===== config.mk =====
export PLATFORM = sky130hd
export DESIGN_NAME = gate_sweeper
export DESIGN_NICKNAME = d
export VERILOG_FILES = /design/src/rtl/gate_sweeper.sv
export SDC_FILE = /design/constraint.sdc
export NUM_CORES = 1
export LEC_CHECK = 0
export CAP_MARGIN = 20
export CORE_ASPECT_RATIO = 1.75
export CORE_UTILIZATION = 44
export CTS_CLUSTER_SIZE = 14
export DETAILED_ROUTE_END_ITERATION = 12
export HOLD_SLACK_MARGIN = 0.08
export PLACE_DENSITY_LB_ADDON = 0.2
export SYNTH_ARGS = -nofsm -noshare
export SYNTH_HDL_FRONTEND = slang
export SYNTH_SLANG_ARGS = --single-unit

===== constraint.sdc =====
create_clock -name clk -period 4.6 [get_ports clk]
set_input_delay 1.15 -clock clk [delete_from_list [all_inputs] [get_ports clk]]
set_output_delay 1.15 -clock clk [all_outputs]
set_load 0.05 [all_outputs]

===== src/rtl/gate_sweeper.sv =====
// Exhaustive sweep engine for a small combinational gate: drives every input vector in order,
// samples the gate output after a settle delay and tallies mismatches against a truth table.
module gate_sweeper #(
    parameter int unsigned          N_IN   = 2,
    parameter logic [2**N_IN-1:0]   TRUTH  = 4'b1000,
    parameter int unsigned          SETTLE = 1
) (
    input  logic            clk,
    input  logic            rst,
    input  logic            start,
    output logic [N_IN-1:0] stim,
    input  logic            dut_y,
    output logic            busy,
    output logic            done,
    output logic            pass,
    output logic [N_IN:0]   err_count,
    output logic            fail_valid,
    output logic [N_IN-1:0] fail_vec
);

    localparam logic [1:0] StIdle   = 2'd0;
    localparam logic [1:0] StSettle = 2'd1;
    localparam logic [1:0] StCheck  = 2'd2;
    localparam logic [1:0] StDone   = 2'd3;

    localparam logic [3:0]      SettleLoad = 4'(SETTLE - 1);
    localparam logic [N_IN-1:0] StimOne    = N_IN'(1);
    localparam logic [N_IN:0]   ErrOne     = (N_IN + 1)'(1);

    logic [1:0]      state_q, state_d;
    logic [3:0]      cnt_q, cnt_d;
    logic [N_IN-1:0] stim_q, stim_d;
    logic [N_IN:0]   err_q, err_d;
    logic            fail_valid_q, fail_valid_d;
    logic [N_IN-1:0] fail_vec_q, fail_vec_d;
    logic            busy_q, busy_d;
    logic            done_q, done_d;
    logic            pass_q, pass_d;
    logic            mismatch;

    // Case inequality so an X or Z from the gate counts as a failure.
    assign mismatch = (dut_y !== TRUTH[stim_q]);

    always_comb begin
        state_d      = state_q;
        cnt_d        = cnt_q;
        stim_d       = stim_q;
        err_d        = err_q;
        fail_valid_d = fail_valid_q;
        fail_vec_d   = fail_vec_q;
        busy_d       = busy_q;
        done_d       = done_q;
        pass_d       = pass_q;

        case (state_q)
            StIdle, StDone: begin
                if (start) begin
                    stim_d       = '0;
                    err_d        = '0;
                    fail_valid_d = 1'b0;
                    fail_vec_d   = '0;
                    done_d       = 1'b0;
                    pass_d       = 1'b0;
                    busy_d       = 1'b1;
                    cnt_d        = SettleLoad;
                    state_d      = StSettle;
                end
            end
            StSettle: begin
                if (cnt_q == 4'd0) begin
                    state_d = StCheck;
                end else begin
                    cnt_d = cnt_q - 4'd1;
                end
            end
            StCheck: begin
                if (mismatch) begin
                    err_d = err_q + ErrOne;
                    if (!fail_valid_q) begin
                        fail_valid_d = 1'b1;
                        fail_vec_d   = stim_q;
                    end
                end
                if (&stim_q) begin
                    // pass must include the verdict on the final vector, hence err_d.
                    busy_d  = 1'b0;
                    done_d  = 1'b1;
                    pass_d  = (err_d == '0);
                    state_d = StDone;
                end else begin
                    stim_d  = stim_q + StimOne;
                    cnt_d   = SettleLoad;
                    state_d = StSettle;
                end
            end
            default: begin
                state_d = StIdle;
            end
        endcase
    end

    always_ff @(posedge clk) begin
        if (rst) begin
            state_q      <= StIdle;
            cnt_q        <= '0;
            stim_q       <= '0;
            err_q        <= '0;
            fail_valid_q <= 1'b0;
            fail_vec_q   <= '0;
            busy_q       <= 1'b0;
            done_q       <= 1'b0;
            pass_q       <= 1'b0;
        end else begin
            state_q      <= state_d;
            cnt_q        <= cnt_d;
            stim_q       <= stim_d;
            err_q        <= err_d;
            fail_valid_q <= fail_valid_d;
            fail_vec_q   <= fail_vec_d;
            busy_q       <= busy_d;
            done_q       <= done_d;
            pass_q       <= pass_d;
        end
    end

    assign stim       = stim_q;
    assign busy       = busy_q;
    assign done       = done_q;
    assign pass       = pass_q;
    assign err_count  = err_q;
    assign fail_valid = fail_valid_q;
    assign fail_vec   = fail_vec_q;

endmodule

## Yosys cells after proc, flatten, opt, wreduce, memory -nomap -nowiden

Cells that the tools add are included.

- Add/sub/neg operators: 3
- Magnitude comparators: 1
- Equal/unequal tests: 11
- Mux-type cells: 30
- Reductions and logical operators: 13

Operators with widths:

| cell | number |
|---|---|
| two-way mux 2 bit | 7 |
| inequality test 2 bit (second input constant) | 7 |
| two-way mux 4 bit | 3 |
| case mux 4 bit (3 select lines) | 1 |
| AND reduction 3 bit | 4 |
| two-way mux 3 bit | 3 |
| case mux 1 bit (2 select lines) | 4 |
| case mux 2 bit (2 select lines) | 2 |
| two-way mux 1 bit | 7 |
| case mux 2 bit (3 select lines) | 1 |
| case mux 3 bit (2 select lines) | 1 |
| AND reduction 2 bit | 3 |
| == test 2 bit (second input constant) | 2 |
| logical NOT 4 bit | 1 |
| AND reduction 4 bit | 1 |
| subtractor 4 x 1 -> 4 bit (second input constant) | 1 |
| adder 3 x 1 -> 3 bit (second input constant) | 1 |
| logical NOT 3 bit | 1 |
| less-than comparator 2 x 3 -> 1 bit (second input constant) | 1 |
| adder 2 x 1 -> 2 bit (second input constant) | 1 |
| binary-select mux 1 bit (select 2 bit) | 1 |
| == test 2 x 1 -> 1 bit (second input constant) | 1 |
| logical NOT 2 bit | 1 |
| nonzero test 2 bit | 1 |
| 2 further kinds | 2 |

- Register bits: 17
- Input bits: 4
- Output and inout port bits: 11

## Logic depth before layout (Yosys ltp)

- Word-level depth: 8
- Gate-level depth with buffers: 7
- Depth with buffers taken out: 6

## Least setup slack after synthesis

No wires, ideal clock.

- Path kind: input -> register
- From: in start
- To: reg cnt_q[3]
- Arrival time: 1.919 ns
- Data required time: 4.530 ns
- Path slack: 2.610 ns
- Stages on the path: 5
- Path buffers: 1
- Cells stage by stage: nand2b_2 > buf_6 > nand3_2 > or4_1 > a21oi_1

- Cells in the longest elaborated chain, start to end: 2

Ends and longest elaborated chain:

| element | RTL line | source |
|---|---|---|
| start, declared | 10 | `input logic start,` |
| inequality test 2 bit (no source line) | -- |  |
| AND reduction 3 bit (no source line) | -- |  |
| end signal, assigned | 115 | `cnt_q <= cnt_d;` |
| end, declared | 31 | `logic [3:0] cnt_q, cnt_d;` |

Every way passes these cells.
A chain may end at the register's enable or synchronous reset.

## Final worst setup path

- From: reg err_q[0] (netlist: err_count[0])
- To: out err_count[0]

RTL lines:

| element | RTL line | source |
|---|---|---|
| start, declared | 33 | `logic [N_IN:0] err_q, err_d;` |
| start signal, assigned | 117 | `err_q <= err_d;` |
| end, declared | 16 | `output logic [N_IN:0] err_count,` |

No word-level cell between the ends.

==> impl_metrics.json <==
{
  "status": "complete, no violations",
  "mappedNetlistArea_um2": 1017,
  "worst_slew_pin_slew_ns": 0.6455,
  "yosysSeqAreaShare_pct": 33.46,
  "syn_nets": 132,
  "via_per_inst": 5.573,
  "power_density_nw_per_um2": 265.0,
  "cts_root_buf": "clkbuf_4",
  "grt_overflow_total": 0,
  "maxCapViolCount": 0,
  "synth_cell_types": 36,
  "synth.avg_cell_area_um2": 8.407,
  "ioPinCount": 15,
  "setup_tns_ns": 0,
  "max_freq_ghz": 0.3640,
  "path_cells": "clkdlybuf4s50_1",
  "clkTransAtPathRegs_ns": 0.10,
  "synth_seq_cells": 17,
  "endpoint": "err_count[0]",
  "ys_top_cells_by_area": "dfxtp_1 (33%), ha_1 (8.6%), a21oi_1 (8.4%)",
  "grt_start_max_net_pins": 20,
  "antenna_found_initial": 0,
  "pre_cts_ws_ns": 1.814,
  "num_vias": 875,
  "hold_path_class": "reg -> reg",
  "crit_fanout": 7,
  "grt_pass1_wl_um": 3353,
  "clockBufferDepth": 2,
  "cts_resized": 0,
  "arrival_ns": 1.60,
  "relSlewSlack_pct": 55.73,
  "avgRoutedWirePerCell_um": 12.53,
  "ant_nets": 0,
  "route.detailed.drc": 0,
  "start_util_pct": 47.38,
  "fin_ws_ns": 1.852,
  "ys_warn_count": 0,
  "slowest_delay_ns": 0.85,
  "path_buf_inv": 1,
  "dr.first_iter.drc_count": 23,
  "crit_required_ns": 3.45,
  "netlist.area_leader.share_pct": 33.46,
  "drive_gt1_share_pct": 7.519,
  "grt_use_total_pct": 18.18,
  "die_h_um": 65.61,
  "report.final.slew_viol_count": 0,
  "peakVddDrop_mv": 0.1891,
  "ff2ff_path_depth": 6,
  "worstSetupEndpointType": "primary output",
  "dr.pass1.iters": 4,
  "cts-buffers-inserted": 3,
  "layout_min_cycle_time_ns": 2.748,
  "n_antenna_cell": 0,
  "start_kind": "flop",
  "syn_inst": 121,
  "worstSetupStartpoint": "err_count[0]",
  "portBuffers": 14,
  "rows": 22,
  "nets": 145,
  "cpLargestDelayFamily": "buffers and inverters",
  "final.period_utilization_pct": 59.73,
  "wl_um": 1967,
  "hpwl_um": 1436,
  "crit_type": "reg -> out",
  "cp.depth": 1,
  "rsz0062_at_grt": "false",
  "grt_pass1_vias": 836,
  "gp_congestion": 0.7555,
  "r2r-end": "pass",
  "cts_setup_buffers": 0,
  "hold_viol_final": 0,
  "r2r_start": "state_q[0]",
  "die_w_um": 38.35,
  "area_delta_synth_final_pct": 13.16,
  "htreeDepth": 1,
  "yosys.area.top_type": "dfxtp_1",
  "finalSetupViolCount": 0,
  "crit_slowest_cell": "clkdlybuf4s50_1",
  "coreArea_um2": 2147,
  "cts_tree": "yes",
  "fin_skew_ns": 0.001915,
  "design.die.area_um2": 2516,
  "r2r_slack_ns": 2.55,
  "clock-sinks": 17,
  "clk_latency_ns": 0.28,
  "cts_hold_buf": 0,
  "p_leak_nw": 0.4323
}
## cell usage in the layout, fill, tap and decap left out, types with 2 or more instances in the layout
cell	netlist	routed
ha_1	7	7
nand2b_1	2	2
clkdlybuf4s50_1	0	14
nor2_1	8	8
and2_1	2	2
nand2_1	12	12
dfxtp_1	17	17
a21oi_1	17	17
a2bb2oi_1	2	2
nand4_1	4	4
inv_1	6	6
o31ai_1	2	2
nor3_1	6	6
xor2_1	2	2
o21ai_0	7	7
clkbuf_4	0	3
nand3b_1	4	4
## sequential cells by signal, summed over array words and instances, names as in the netlist
name and cells:
busy 1, cnt_q 4, pass 1, stim 2, fail_valid 1, state_q 2, fail_vec 2, err_count 3
done 1
## logic make-up after synthesis
family | after synthesis | synth area share (%)
AND/OR/NAND/NOR | 46 | 25.46
buffers and inverters | 12 | 8.364
AO/OA/AOI/OAI | 35 | 20.54
flip-flops | 17 | 33.46
XOR/XNOR | 3 | 2.583
multiplexers | 1 | 0.9840
adder cells (fa/ha/maj) | 7 | 8.610
## power breakdown
part           total (W)  internal (W)  leakage, nW  switching, W
Combinational  0.0000697     0.0000243        0.280     0.0000455
Sequential      0.000155      0.000151        0.138    0.00000397
Clock          0.0000799     0.0000336       0.0150     0.0000463
## cells in the mapped netlist, drive strengths merged
master and count:
dfxtp 17, xor2 2, nand3b 4, a221oi 1, nand2b 3, clkbuf 3, o211ai 1, xnor2 1
a21oi 18, o21ai 7, a21o 1, buf 2, o21a 1, or3b 2, a2bb2oi 2, a211oi 1
mux2i 1, nor3 6, inv 6, nand4 4, nor2 8, a31o 1, nand3 1, ha 7
nor3b 1, or4 1, o31ai 2, nand2 13, dlygate4sd1 1, and2b 1, and2 2
## cell type report
type                       instances  area, µm²
fill                             214      996.0
multi-input combinational         92      591.8
sequential                        17      340.3
timing repair buffer              14      140.1
tap                               24      30.03
clock buffer                       4      26.28
inverter                           6      22.52
## routing by layer
layer	wire [µm]	track usage, %	vias to the layer above
met2	1001	31.99	15
met5	0	0	-
met3	48	2.027	2
met4	24	8.621	0
met1	893	20.59	408
li1	-	-	450
## metrics by stage
| stage | instances | instance area [µm²] | util (%) | total power [W] | hold WS [ns] |
|---|---|---|---|---|---|
| after global placement | 153 | 1125 | 52.39 | 0.0002273 | 0.4583 |
| after floorplan | 121 | 1017 | - | 0.0002154 | 0.4450 |
| final | 157 | 1151 | 53.61 | 0.0003050 | 0.4772 |
| after global routing | 157 | 1151 | 53.61 | 0.0003231 | 0.5058 |
| after detailed placement | 153 | 1125 | 52.39 | 0.0002283 | 0.4650 |
| after CTS | 157 | 1151 | 53.61 | 0.0003070 | 0.4792 |
## worst min path at each step
stage	end	startpoint	cells after the start	slack, ns
3_3_place_gp	cnt_q[0]	cnt_q[0]	2	0.46
3_5_place_dp	fail_vec[0]	fail_vec[0]	2	0.47
5_1_grt	cnt_q[0]	cnt_q[0]	2	0.51
2_1_floorplan	cnt_q[0]	cnt_q[0]	2	0.44
6_report	fail_vec[0]	fail_vec[0]	2	0.48
4_1_cts	fail_vec[0]	fail_vec[0]	2	0.48
Note: power is estimated with default switching activity, not from simulation.
